### src/rtl/spi_pkg.sv
// Shared state encoding, control-register field map and fill constants
// for the SPI buffer-transfer controller.
package spi_pkg;

  typedef enum logic [2:0] {
    ST_IDLE  = 3'd0,
    ST_LOAD  = 3'd1,
    ST_SEND  = 3'd2,
    ST_WAIT  = 3'd3,
    ST_STORE = 3'd4,
    ST_DONE  = 3'd5
  } spi_state_t;

  localparam int SEND_BIT = 0;
  localparam int ALL1_BIT = 2;
  localparam int ALL0_BIT = 3;
  localparam int NTX_LSB  = 4;
  localparam int NTX_W    = 9;
  localparam int NRX_LSB  = 16;
  localparam int NRX_W    = 9;
  localparam int CNT_W    = 9;

  localparam logic [7:0] FILL_ONES  = 8'hFF;
  localparam logic [7:0] FILL_ZEROS = 8'h00;

endpackage

### src/rtl/spi_tx_sel.sv
// Combinational source select for the outgoing byte: fill-ones beats
// fill-zeros, which beats buffer data. Zero latency, no flow control.
module spi_tx_sel
  import spi_pkg::*;
(
  input  logic       all_1s,
  input  logic       all_0s,
  input  logic [7:0] buf_byte,
  output logic [7:0] tx_byte
);

  always_comb begin
    tx_byte = buf_byte;
    if (all_1s) begin
      tx_byte = FILL_ONES;
    end else if (all_0s) begin
      tx_byte = FILL_ZEROS;
    end
  end

endmodule

### src/rtl/spi_ctrl_fsm.sv
// Drives a byte shifter from a data buffer, storing received bytes back in place.
// Per byte: LOAD, SEND, WAIT (until done_i), STORE; the shifter paces the transfer.
module spi_ctrl_fsm
  import spi_pkg::*;
#(
  parameter int BUF_AW = 5,
  parameter int CTRL_W = 32
) (
  input  logic              clk_i,
  input  logic              rst_i,
  input  logic [CTRL_W-1:0] ctrl_i,
  output logic [CTRL_W-1:0] ctrl_o,
  output logic              ctrl_we_o,
  output logic [BUF_AW-1:0] buf_addr_o,
  input  logic [7:0]        buf_rdata_i,
  output logic [7:0]        buf_wdata_o,
  output logic              buf_we_o,
  output logic [7:0]        tx_byte_o,
  output logic              start_o,
  input  logic              done_i,
  input  logic [7:0]        rx_byte_i,
  output logic              cs_o,
  output logic              busy_o
);

  spi_state_t        state, state_nxt;
  logic [CNT_W-1:0]  n, n_nxt, n_end;
  logic              all_1s_q, all_0s_q;
  logic [7:0]        rx_q, tx_q, tx_sel;
  logic              accept;

  logic              start_c, buf_we_c, ctrl_we_c;
  logic [BUF_AW-1:0] buf_addr_c;
  logic [7:0]        buf_wdata_c, tx_byte_c;
  logic [CTRL_W-1:0] ctrl_c;

  assign accept = (state == ST_IDLE) && ctrl_i[SEND_BIT];

  spi_tx_sel u_tx_sel (
    .all_1s   (all_1s_q),
    .all_0s   (all_0s_q),
    .buf_byte (buf_rdata_i),
    .tx_byte  (tx_sel)
  );

  always_ff @(posedge clk_i) begin
    if (rst_i) begin
      state    <= ST_IDLE;
      n        <= '0;
      n_end    <= '0;
      all_1s_q <= 1'b0;
      all_0s_q <= 1'b0;
      rx_q     <= '0;
      tx_q     <= '0;
    end else begin
      state <= state_nxt;
      n     <= n_nxt;
      // Transfer parameters are frozen at start so CPU edits mid-burst are harmless
      if (accept) begin
        n_end    <= ctrl_i[NTX_LSB +: NTX_W];
        all_1s_q <= ctrl_i[ALL1_BIT];
        all_0s_q <= ctrl_i[ALL0_BIT];
      end
      if (state == ST_SEND) begin
        tx_q <= tx_sel;
      end
      if (state == ST_WAIT && done_i) begin
        rx_q <= rx_byte_i;
      end
    end
  end

  always_comb begin
    state_nxt   = state;
    n_nxt       = n;
    start_c     = 1'b0;
    buf_we_c    = 1'b0;
    ctrl_we_c   = 1'b0;
    buf_addr_c  = '0;
    buf_wdata_c = '0;
    ctrl_c      = '0;
    tx_byte_c   = tx_q;

    case (state)
      ST_IDLE: begin
        if (accept) begin
          n_nxt     = '0;
          state_nxt = ST_LOAD;
        end
      end
      ST_LOAD: begin
        buf_addr_c = n[BUF_AW-1:0];
        state_nxt  = ST_SEND;
      end
      ST_SEND: begin
        // Read data from LOAD's address is valid now; tx_q holds it afterwards
        buf_addr_c = n[BUF_AW-1:0];
        start_c    = 1'b1;
        tx_byte_c  = tx_sel;
        state_nxt  = ST_WAIT;
      end
      ST_WAIT: begin
        buf_addr_c = n[BUF_AW-1:0];
        if (done_i) begin
          state_nxt = ST_STORE;
        end
      end
      ST_STORE: begin
        buf_addr_c                  = n[BUF_AW-1:0];
        buf_we_c                    = 1'b1;
        buf_wdata_c                 = rx_q;
        ctrl_we_c                   = 1'b1;
        ctrl_c                      = ctrl_i;
        ctrl_c[NRX_LSB +: NRX_W]    = n + CNT_W'(1);
        if (n == n_end) begin
          state_nxt = ST_DONE;
        end else begin
          n_nxt     = n + CNT_W'(1);
          state_nxt = ST_LOAD;
        end
      end
      ST_DONE: begin
        ctrl_we_c        = 1'b1;
        ctrl_c           = ctrl_i;
        ctrl_c[SEND_BIT] = 1'b0;
        state_nxt        = ST_IDLE;
      end
      default: begin
        state_nxt = ST_IDLE;
      end
    endcase
  end

  // Reset masks every strobe immediately, so an abort cannot leak a write
  assign start_o     = start_c   & ~rst_i;
  assign buf_we_o    = buf_we_c  & ~rst_i;
  assign ctrl_we_o   = ctrl_we_c & ~rst_i;
  assign buf_addr_o  = rst_i ? '0 : buf_addr_c;
  assign buf_wdata_o = rst_i ? '0 : buf_wdata_c;
  assign ctrl_o      = rst_i ? '0 : ctrl_c;
  assign tx_byte_o   = rst_i ? '0 : tx_byte_c;
  assign cs_o        = rst_i | (state == ST_IDLE);
  assign busy_o      = ~rst_i & (state != ST_IDLE);

endmodule

### config.mk
export PLATFORM = sky130hd
export DESIGN_NAME = spi_ctrl_fsm
export DESIGN_NICKNAME = d
export VERILOG_FILES = /design/src/rtl/spi_pkg.sv /design/src/rtl/spi_tx_sel.sv /design/src/rtl/spi_ctrl_fsm.sv
export SDC_FILE = /design/constraint.sdc
export NUM_CORES = 1
export LEC_CHECK = 0
export ABC_AREA = 1
export CAP_MARGIN = 5
export CELL_PAD_IN_SITES_DETAIL_PLACEMENT = 1
export CELL_PAD_IN_SITES_GLOBAL_PLACEMENT = 2
export CORE_MARGIN = 10
export CORE_UTILIZATION = 22
export CTS_CLUSTER_DIAMETER = 120
export DETAILED_ROUTE_END_ITERATION = 10
export GPL_TIMING_DRIVEN = 0
export PLACE_DENSITY_LB_ADDON = 0.12
export RECOVER_POWER = 25
export SYNTH_ARGS = -nofsm -noshare
export SYNTH_HDL_FRONTEND = slang
export SYNTH_SLANG_ARGS = --single-unit
### constraint.sdc
create_clock -name clk_i -period 2.8 [get_ports clk_i]
set_input_delay 0.28 -clock clk_i [delete_from_list [all_inputs] [get_ports clk_i]]
set_output_delay 0.28 -clock clk_i [all_outputs]
set_load 0.03 [all_outputs]
==> results.json, run 1 <==
{
  "outcome": "completed",
  "timing.final.ws_setup_ps": 251,
  "final_layout_size_suffix_gt1_frac": 0.0602,
  "worst_setup_path_startpoint": "state[2]",
  "yosysUniqueCellTypes": 32,
  "cts-htree-levels": 2,
  "die_span_y_um": 122,
  "cp.required_ps": 2520,
  "timing.slew.headroom": 0.573,
  "min_period_over_period": 0.910,
  "post-place-cells": 610,
  "path_clk_slew_ps": 80,
  "synth_flop_cell": "sky130_fd_sc_hd__dfxtp_1",
  "final_critical_delay_including_setup_and_external_delays_ps": 2550,
  "syn_nets": 418,
  "leakagePower_nw": 1.97,
  "floorplan.initialDensity": 0.224,
  "synth_area_per_cell_um2": 6.30,
  "die_w_um": 122,
  "asyncSetResetFlopFracSynth": 0,
  "start_kind": "flip-flop",
  "synth_enable_flop_cells": 0,
  "hold_path.class": "reg -> reg",
  "grt.overflow.total": 0,
  "hold_crit_start": "rx_q[5]",
  "ys_warn_count": 0,
  "drt_wl_total_um": 8740,
  "path_cells": "inv_1 -> nor3_2 -> inv_1 -> buf_2 -> nor2_1 -> clkdlybuf4s50_1",
  "crit_path_max_fanout": 10,
  "skew_ps": 10.8,
  "pre_cts_ws_ps": 76.3,
  "crit_top_cell": "sky130_fd_sc_hd__inv_1",
  "detail_route.wl_per_cell_um": 14.1,
  "class_of_the_most_critical_setup_path": "reg -> out",
  "tightestPinTransition_ps": 636,
  "tritoncts.num_buffers": 5,
  "drt.antenna.violating_nets": 0,
  "core_area_mm2": 0.0103,
  "pin_count_of_the_biggest_net_entering_global_routing": 13,
  "final_cell_count_no_fill": 618,
  "hpwl_um": 7130,
  "nets": 534,
  "rsz0062_at_grt": "false",
  "cts.sinks": 39,
  "fin_tns_setup_ps": 0,
  "syn_inst": 366,
  "gp_congestion": 0.791,
  "via_count_of_the_first_global_routing_pass": 2774,
  "layout.cells.most_common_list": "sky130_fd_sc_hd__clkdlybuf4s50_1 (79), sky130_fd_sc_hd__inv_1 (65), sky130_fd_sc_hd__nand2_1 (65), sky130_fd_sc_hd__nor2_1 (62), sky130_fd_sc_hd__dfxtp_1 (39)",
  "fp.dieArea_mm2": 0.0150,
  "fp-row-count": 37,
  "cts_max_path_buffers": 2,
  "timing.critical_path.to_type": "primary output",
  "finalSetupViolations": 0,
  "crit_path_top_delay_cell": "sky130_fd_sc_hd__clkdlybuf4s50_1",
  "placement.io_buffers": 108,
  "synthesized_cell_area_mm2": 0.00231,
  "via_count": 2620,
  "achievable-frequency_mhz": 392,
  "peakVddDrop_mv": 0.197,
  "drcViolationCount": 0,
  "top_level_ports": 109,
  "fillers": 1316,
  "worst_r2r_startpoint": "state[1]",
  "maxCapViolations": 0,
  "vias_per_cell": 4.24,
  "area.growth.synth_to_final_pct": 62.3,
  "final_max_slew_viol_count": 0,
  "sum_of_internal_switching_and_leakage_power_mw": 2.10,
  "wire_length_of_the_first_global_routing_pass_um": 14400,
  "antenna_cells_inserted": 0,
  "critical_path_arrival_ps": 2270,
  "initialDrtViolationCount": 85,
  "synth-seq-cells": 39,
  "detail_route.first_pass.iterations": 4,
  "grt_antenna_before_repair": 0,
  "layout.cells.most_common": "sky130_fd_sc_hd__clkdlybuf4s50_1",
  "cts_tree": "yes",
  "power.density_mw_per_mm2": 561,
  "clk_root_buffer_cell": "sky130_fd_sc_hd__clkbuf_8",
  "cp_num_buf_inv": 4,
  "max_stage_delay_ps": 680,
  "report.final.hold_viol_count": 0,
  "clkLatencyLatePin_ps": 300,
  "grt_usage": 0.119,
  "synth-seq-area-share": 0.338,
  "timing.critical_path.max_delay_family": "buffers and inverters"
}
[cell type report]
type | count | area [µm²] | area share
Tap cell | 136 | 170 | 0.0454
Timing Repair Buffer | 109 | 1170 | 0.312
Buffer | 14 | 86.3 | 0.0231
Sequential cell | 39 | 781 | 0.208
Clock buffer | 5 | 68.8 | 0.0184
Inverter | 69 | 264 | 0.0705
Clock inverter | 2 | 37.5 | 0.0100
Multi-Input combinational cell | 244 | 1170 | 0.312
[flip-flops by register name, indices dropped and copies added (netlist names)]
name,cells
all_0s_q,1
all_1s_q,1
n,9
n_end,9
rx_q,8
state,3
tx_q,8
[per-stage QoR]
step           instance area, µm²  utilization  hold WS (ps)
3_3_place_gp                 3560        0.346           441
3_5_place_dp                 3560        0.346           447
6_report                     3740        0.364           457
5_1_grt                      3740        0.364           479
4_1_cts                      3670        0.357           460
2_1_floorplan                2310            -           430
[what timing repair did]
action / 4_1_cts / 5_1_grt
pin swaps: 0 / 1
resized for setup: 2 / 31
hold buffers: 0 / 0
buffers inserted: 0 / 1
endpoints found under the setup margin: 3 / 39
[routing by layer]
layer,global-route usage,share of wire,up-vias
li1,-,-,1386
met1,0.144,0.46,1154
met2,0.183,0.42,75
met3,0.0615,0.11,5
met4,0.0309,0.010,0
met5,0,0,-
[path summary, 6_finish.rpt]
path         slack (ps)  depth (start not counted)    endpoint
min reg2reg         460                          2     rx_q[5]
min                 460                          2     rx_q[5]
max                 250                          6  ctrl_o[14]
max reg2reg         830                          8        n[4]
[Yosys cell counts (3+ instances only)]
library cell / count / area share
sky130_fd_sc_hd__dfxtp_1: 39 / 0.34
sky130_fd_sc_hd__buf_2: 4 / 0.0087
sky130_fd_sc_hd__o21ai_0: 20 / 0.043
sky130_fd_sc_hd__nor3_1: 7 / 0.015
sky130_fd_sc_hd__nand3_1: 17 / 0.037
sky130_fd_sc_hd__a21oi_1: 38 / 0.082
sky130_fd_sc_hd__nand2_1: 65 / 0.11
sky130_fd_sc_hd__nor2_1: 63 / 0.10
sky130_fd_sc_hd__clkbuf_1: 4 / 0.0065
sky130_fd_sc_hd__buf_6: 3 / 0.015
sky130_fd_sc_hd__a211oi_1: 16 / 0.052
sky130_fd_sc_hd__inv_1: 65 / 0.11
[worst min-delay path, stage by stage, from the launching register on]
cell                      delay (ps)
sky130_fd_sc_hd__dfxtp_1         310
sky130_fd_sc_hd__inv_1            60
sky130_fd_sc_hd__a21oi_1          50
[power by group]
group	total (mW)	internal [mW]	switching, mW
logic	0.903	0.352	0.551
clock network	0.470	0.261	0.210
registers	0.728	0.651	0.0771
total	2.10	1.26	0.838
[kinds of logic (layout without fill, tap and decap cells)]
family                     after synthesis  after routing  synth area share
adders and majority gates                1              1           0.00542
buffers and inverters                   83            199             0.152
and+or+nand+nor                        165            165             0.311
DFF                                     39             39             0.338
AOI/OAI and AO/OA                       76             76             0.185
xor gates and xnor gates                 2              2           0.00759
(Power assumes the default switching activity.)
==> inputs of run 2 (changes only) <==
--- a/config.mk
+++ b/config.mk
@@ -14,7 +14,7 @@
 export CTS_CLUSTER_DIAMETER = 120
 export DETAILED_ROUTE_END_ITERATION = 10
 export GPL_TIMING_DRIVEN = 0
-export PLACE_DENSITY_LB_ADDON = 0.12
+export PLACE_DENSITY_LB_ADDON = 0.1
 export RECOVER_POWER = 25
 export SYNTH_ARGS = -nofsm -noshare
 export SYNTH_HDL_FRONTEND = slang
==> results.json, run 2 (synthesis results as in run 1) <==
{
  "via_count_of_the_first_global_routing_pass": 2879,
  "worstReg2RegEnd": "n_end[7]",
  "power.share.combinational": 0.433,
  "initialDrtViolationCount": 72,
  "die_w_um": 122,
  "antenna_cells_inserted": 0,
  "worstSetupEndpoint": "tx_byte_o[3]",
  "drt.antenna.violating_nets": 0,
  "wire_length_of_the_first_global_routing_pass_um": 15000,
  "finalSetupViolations": 0,
  "post-place-cells": 610,
  "clkLatencyLatePin_ps": 290,
  "layout_top_registers": "n x9, n_end x9",
  "cts_tree": "yes",
  "rr_worst_depth": 6,
  "cts_max_path_buffers": 2,
  "vias_per_cell": 4.29,
  "hpwl_um": 7330,
  "detail_route.wl_per_cell_um": 14.6,
  "die_span_y_um": 122,
  "area.growth.synth_to_final_pct": 60.9,
  "fin_tns_setup_ps": 0,
  "hold_path.class": "reg -> reg",
  "crit_path_max_fanout": 10,
  "clk_root_buffer_cell": "sky130_fd_sc_hd__clkbuf_8",
  "skew_ps": 10.1,
  "power_dissipated_by_switching_net_loads_mw": 0.844,
  "maxCapViolations": 0,
  "peakVddDrop_mv": 0.223,
  "cts.sinks": 39,
  "placement.io_buffers": 108,
  "internal_power_mw": 1.27,
  "path_clk_slew_ps": 80,
  "final_cell_count_no_fill": 618,
  "fp.dieArea_mm2": 0.0150,
  "power.density_mw_per_mm2": 569,
  "layout.cells.most_common_list": "sky130_fd_sc_hd__clkdlybuf4s50_1 (94), sky130_fd_sc_hd__inv_1 (65), sky130_fd_sc_hd__nand2_1 (65), sky130_fd_sc_hd__nor2_1 (62), sky130_fd_sc_hd__dfxtp_1 (39)",
  "timing.slew.headroom": 0.544,
  "fp-row-count": 37,
  "class_of_the_most_critical_setup_path": "reg -> out",
  "power.sequential.fraction": 0.346,
  "grt_antenna_before_repair": 0,
  "grt.overflow.total": 0,
  "timing.critical_path.to_type": "primary output",
  "tritoncts.num_buffers": 5,
  "min_period_over_period": 0.935,
  "core_area_mm2": 0.0103,
  "floorplan.initialDensity": 0.224,
  "cts_hold_repair.buffers": 0,
  "cp.required_ps": 2520,
  "top_level_ports": 109,
  "leakagePower_nw": 1.70,
  "grt_usage": 0.123,
  "cts-htree-levels": 2,
  "drt_wl_total_um": 9040,
  "final_critical_delay_including_setup_and_external_delays_ps": 2620,
  "start_kind": "flip-flop",
  "drcViolationCount": 0,
  "gp_congestion": 0.780,
  "achievable-frequency_mhz": 382,
  "rsz0062_at_grt": "false",
  "layout.cells.most_common": "sky130_fd_sc_hd__clkdlybuf4s50_1",
  "report.final.hold_viol_count": 0,
  "final_layout_size_suffix_gt1_frac": 0.0602,
  "detail_route.first_pass.iterations": 4,
  "final_max_slew_viol_count": 0,
  "power.share.clock": 0.221,
  "reg2reg_setup_slack_ps": 790,
  "tightestPinTransition_ps": 678,
  "via_count": 2652,
  "pin_count_of_the_biggest_net_entering_global_routing": 13,
  "p_sw_frac": 0.400,
  "worst_r2r_startpoint": "state[1]",
  "worst_setup_path_startpoint": "state[2]",
  "outcome": "completed",
  "critical_path_arrival_ps": 2340,
  "nets": 534
}
## run 2: changes by cell type in the layout (fill, tap and decap cells not counted)
cell and delta:
sky130_fd_sc_hd__inv_2 -1, sky130_fd_sc_hd__clkdlybuf4s50_1 +15, sky130_fd_sc_hd__nand3_2 +1, sky130_fd_sc_hd__clkinv_1 +1, sky130_fd_sc_hd__nand3_1 -1, sky130_fd_sc_hd__dlymetal6s2s_1 -15
## run 2: worst max-delay path, stage by stage (launching register included)
cell and delay, ps:
sky130_fd_sc_hd__dfxtp_1 380, sky130_fd_sc_hd__inv_1 200, sky130_fd_sc_hd__nand3_2 210, sky130_fd_sc_hd__buf_4 240
sky130_fd_sc_hd__a211oi_1 290, sky130_fd_sc_hd__clkdlybuf4s50_1 730
## run 2: how the worst min path moves through the flow
stage	end	depth (start not counted)	from	slack (ps)
after global placement	rx_q[6]	2	rx_q[6]	440
after CTS	rx_q[1]	2	rx_q[1]	460
after detailed placement	rx_q[1]	2	rx_q[1]	450
after floorplan	rx_q[0]	2	rx_q[0]	430
after global routing	rx_q[3]	2	rx_q[3]	490
final	rx_q[1]	2	rx_q[1]	460
## run 2: what timing repair did
| item | CTS | global route |
|---|---|---|
| setup endpoints to repair | 2 | 22 |
| buffers inserted | 0 | 1 |
| resized for setup | 2 | 15 |
| pin swaps | 0 | 1 |
## run 2: layout make-up
class                           count  area, µm²
Buffer                             14       86.3
Clock buffer                        5       68.8
Clock inverter                      2       37.5
Fill cell                        1320       6570
Inverter                           69        264
Multi-Input combinational cell    244       1170
Sequential cell                    39        781
Tap cell                          136        170
Timing Repair Buffer              109       1130
## run 2: routing by layer
metal / vias up / GRT usage / routed length, µm
met5: - / 0 / 0
met4: 0 / 0.0265 / 58
met3: 4 / 0.0634 / 1000
met2: 76 / 0.189 / 3890
met1: 1188 / 0.151 / 4100
li1: 1384 / - / -
## run 2: power groups by stage
stage | Clock, mW | Sequential, mW | Combinational (mW)
2_1_floorplan | 0 | 0.720 | 0.603
3_3_place_gp | 0 | 0.742 | 0.912
3_5_place_dp | 0 | 0.745 | 0.928
4_1_cts | 0.484 | 0.733 | 0.934
5_1_grt | 0.507 | 0.746 | 1.04
6_report | 0.467 | 0.730 | 0.915
## run 2: metrics by stage
step	power [mW]	utilization	setup slack [ps]	hold slack (ps)	cell area, µm²
floorplan	1.32	-	625	430	2310
global placement	1.65	0.346	78.3	442	3560
detailed placement	1.67	0.346	59.0	447	3560
CTS	2.15	0.357	21.6	461	3670
global route	2.29	0.361	13.5	489	3710
finish	2.11	0.361	183	456	3710
==> patch 1, RTL diff (settings of run 2) <==
Register the output `ctrl_o`; this adds one clock of latency there. The other outputs are not delayed to match.
--- a/src/rtl/spi_ctrl_fsm.sv
+++ b/src/rtl/spi_ctrl_fsm.sv
@@ -137,7 +137,9 @@
   assign ctrl_we_o   = ctrl_we_c & ~rst_i;
   assign buf_addr_o  = rst_i ? '0 : buf_addr_c;
   assign buf_wdata_o = rst_i ? '0 : buf_wdata_c;
-  assign ctrl_o      = rst_i ? '0 : ctrl_c;
+  always_ff @(posedge clk_i) begin
+    ctrl_o <= rst_i ? '0 : ctrl_c;
+  end
   assign tx_byte_o   = rst_i ? '0 : tx_byte_c;
   assign cs_o        = rst_i | (state == ST_IDLE);
   assign busy_o      = ~rst_i & (state != ST_IDLE);
Formal check against the unedited RTL: not equivalent (a bounded check fails within 10 cycles, from zero or initial values and one cycle with rst_i high).
==> patch 1 against run 2 <==
  * Wire length increased by 16%
  * Sequential cell count up 32
  * Final area grew 21%
  * Total power rose by 96%
  * Synthesized cell count is 6.0% higher
  * Worst setup slack gained 0.12 ns
  * Area after synthesis grew 23%
  * Sequential share of layout area grew 11 points
  * Largest cell class is now sequential cells
==> patch 1: results (changes against run 2) <==
[outcome]
status=completed

[placement]
io_buffers=107  ; -0.93%
placedCellCount=667  ; +9.3%
placed_area_sq_mm=0.00412  ; +16%
place_congestion=0.736  ; -5.6%

[final_layout]
final_nets=558  ; +4.5%
largestRegisters=ctrl_o (32), n (9), n_end (9)
drive_gt1_share_pct=5.87  ; -0.15 points
fillers=1571  ; +19%

[global_routing]
grtUsageTotal_pct=11.9  ; -0.39 points
grt_pass1_vias=3079  ; +6.9%
grt_pass1_wl_microns=16600  ; +11%

[synthesis]
ys_top_cells_by_area=dfxtp_1 (50%), a21oi_1 (9.7%), nand2_1 (8.5%)
netlist_top_cells_count=dfxtp_1 (71), nand2_1 (64), inv_1 (57)
yosysUniqueCellTypes=24  ; -25%

[routing]
drt_iter0_drc=78  ; +8.3%
dr_total_vias=2893  ; +9.1%
wirelength_microns=10400  ; +16%

[worst_setup_path]
r2r_cells=4  ; -2
rr_startpoint=state[2]
regToRegEndpoint=ctrl_o[22]
crit_slowest_cell=dfxtp_1
rrSetupSlack_ns=0.81  ; +0.02 ns
cpPeakStageDelay_ns=0.53  ; -0.20 ns

[clock_tree]
htreeDepth=3  ; +1
insertion_delay_ns=0.34  ; +0.05 ns
cts_resized=5  ; +3
numCtsBuffers=9  ; +4
clk_pin_slew_worst_paths_ns=0.06  ; -0.02 ns
cts_root_buffer=clkbuf_16

[timing]
skew_ns=0.00415  ; -0.00599 ns
period_share_pct=89.2  ; -4.3 points
hold-worst-slack_ns=0.453  ; -0.00333 ns
max_slew.worst_pin.slew_ns=1.17  ; +0.491 ns

[worst_hold_path]
min_to=rx_q[4]

[pwr]
leakage_nw=2.06  ; +21%

patch 1: changes by cell type after synthesis, sizes merged, moves of 2 or more:
cell | run 2 | this run
clkbuf | 4 | 9
nor2 | 65 | 54
buf | 10 | 7
a211oi | 16 | 0
nand2 | 67 | 64
inv | 67 | 58
xnor2 | 1 | 3
dfxtp | 39 | 71
a21oi | 38 | 55
nand3 | 19 | 22
o21ai | 20 | 26
patch 1: cell type report:
| class | count | area (sq um) | area share [%] |
|---|---|---|---|
| Tap cell | 172 | 215 | 4.80 |
| Sequential cell | 71 | 1420 | 31.7 |
| Multi-Input combinational cell | 242 | 1120 | 24.9 |
| Clock buffer | 11 | 253 | 5.63 |
| Inverter | 59 | 221 | 4.94 |
| Clock inverter | 5 | 80.1 | 1.78 |
| Buffer | 16 | 77.6 | 1.73 |
| Timing Repair Buffer | 107 | 1100 | 24.5 |
patch 1: logic make-up after synthesis:
kind of cell             after synthesis  synth area share, %
adder cells (fa/ha/maj)                1                0.442
XOR/XNOR                               4                 1.24
flip-flops                            71                 50.2
buffers and inverters                 75                 10.6
AO/OA/AOI/OAI                         82                 14.5
AND/OR/NAND/NOR                      155                 23.0
patch 1: worst reg2reg max path, cell delays in order, from the launching register on:
cell and delay [ns]:
dfxtp_1 0.53, inv_2 0.12, nor3_1 0.94, nand2_1 0.13, a21oi_1 0.20
patch 1: power by group:
| part | switching, mW | internal (mW) |
|---|---|---|
| registers | 0.132 | 1.21 |
| clock network | 0.452 | 0.827 |
| logic | 0.961 | 0.563 |
| total | 1.55 | 2.60 |
patch 1: layer usage:
layer	vias up	part of all wire, %	GRT usage, %
li1	1458	-	-
met2	72	49	19.9
met3	17	8.6	6.13
met4	0	1.6	4.72
met5	-	0	0
met1	1346	41	12.6
==> patch 2, RTL diff (settings of run 2) <==
Made on the original files. Set the package constant `NRX_LSB` to 15 (it was 16).
--- a/src/rtl/spi_pkg.sv
+++ b/src/rtl/spi_pkg.sv
@@ -16,7 +16,7 @@
   localparam int ALL0_BIT = 3;
   localparam int NTX_LSB  = 4;
   localparam int NTX_W    = 9;
-  localparam int NRX_LSB  = 16;
+  localparam int NRX_LSB  = 15;
   localparam int NRX_W    = 9;
   localparam int CNT_W    = 9;
 
Function: changed (Yosys sat finds a counterexample within 10 cycles, from zero or initial values and one cycle with rst_i high).
==> patch 2 against run 2 <==
  * Final area is 1.4% lower
  * Die area is 0.41% lower
  * Largest cell class unchanged
  * Combinational power is 1% lower
  * First-iteration DRC count stayed put
  * Utilization is 0.34 points lower
  * Total power is 1.6% higher
  * Wire length is 2.6% lower
  * Fmax is 0.63% higher
  * Area after synthesis is 0.49% lower
  * Worst setup slack better by 0.016 ns
  * Count of clock-buffer cells in the layout is 1 higher
  * Sequential cell count stayed put
  * Highest routed layer unchanged
==> patch 2: results (changes against run 2) <==
[pwr]
max-vdd-ir-drop_uv=221  ; -0.99%
power_density_mw_per_mm2=586  ; +3.0%
leakage_nw=1.52  ; -10%
clkPwrFrac_pct=23.9  ; +1.8 points
power.total_mw=2.14  ; +1.6%
p_switching_uw=846  ; +0.25%
comb_cell_power_uw=905  ; -1%

[worst_setup_path]
worst-path-max-fanout=9  ; -1
cpPeakStageDelay_ns=0.69  ; -0.04 ns
path_delay_family=buffers and inverters
r2r_cells=8  ; +2
crit_slowest_cell=clkdlybuf4s50_1
crit_start=state[1]
critPathArrivalTime_ns=2.32  ; -0.02 ns

[global_routing]
use_met1_pct=14.9  ; -0.21 points
grt_use_met2_pct=19.1  ; +0.17 points
grtUsageTotal_pct=12.3  ; -0.040 points
met3_usage_pct=6.11  ; -0.23 points
grt_pass1_vias=2964  ; +3.0%
grt_max_degree=14  ; +1
grt_pass1_wl_microns=14900  ; -0.41%

[synthesis]
syn_area_per_cell_sq_um=6.32  ; +0.33%
ys_top_cells_by_area=dfxtp_1 (34%), nor2_1 (11%), inv_1 (10%)
synth_nets=415  ; -0.72%
ys_seq_area_share_pct=34.0  ; +0.17 points
yosys_warnings=0  ; unchanged
netlist_top_cells_count=nor2_1 (68), inv_1 (62), nand2_1 (59)
ys_async_sr_fraction_pct=0  ; unchanged
yosysUniqueCellTypes=30  ; -6.3%

[final_layout]
drive_gt1_share_pct=7.52  ; +1.5 points
fillers=1305  ; -1.1%
final_nets=530  ; -0.75%
largestRegisters=n (9), n_end (9)

[placement]
placed_area_sq_mm=0.00355  ; -0.32%
post-dp-hpwl_microns=7290  ; -0.56%
place_congestion=0.757  ; -3.0%
io_buffers=108  ; unchanged
pre_cts_ws_ns=0.0413  ; -0.0177 ns
placedCellCount=607  ; -0.49%

[routing]
dr_total_vias=2625  ; -1.0%
met1Wirelength_microns=3930  ; -4.0%
dr_wl_met3_microns=971  ; -3.0%
wirelength_microns=8810  ; -2.6%
routedWlPerCell_microns=14.3  ; -2.1%
drt_first_pass_iters=4  ; unchanged
route.met2.wl_microns=3820  ; -1.6%

[clock_tree]
htreeDepth=2  ; unchanged
cts_root_buffer=clkbuf_8
cts_resized=0  ; -2

[timing]
maxSlewHeadroom_pct=56.0  ; +1.5 points
skew_ns=0.00937  ; -0.000766 ns

[worst_hold_path]
hp-class=reg -> reg
worstHoldStart=rx_q[6]

[outcome]
status=completed

## patch 2: final timing paths
| kind | slack [ns] | endpoint |
|---|---|---|
| hold / removal | 0.46 | rx_q[6] |
| hold reg to reg | 0.46 | rx_q[6] |
| setup / recovery | 0.20 | ctrl_o[18] |
| setup reg to reg | 0.99 | n[8] |
## patch 2: logic make-up after synthesis
group | Yosys count | share of synthesized area [%]
AND/OR/NAND/NOR | 167 | 32.2
AO/OA/AOI/OAI | 71 | 18.0
XOR/XNOR | 1 | 0.382
flip-flops | 39 | 34.0
buffers and inverters | 84 | 14.8
adder cells (fa/ha/maj) | 1 | 0.545
## patch 2: layout make-up
cell class,instances,area share (%)
inverters,70,7.18
repair buffers,108,29.7
multi-input cells,240,31.6
plain buffers,14,2.15
flip-flops and latches,39,21.3
clock buffers,6,2.26
clock inverters,2,1.06
well taps,136,4.65
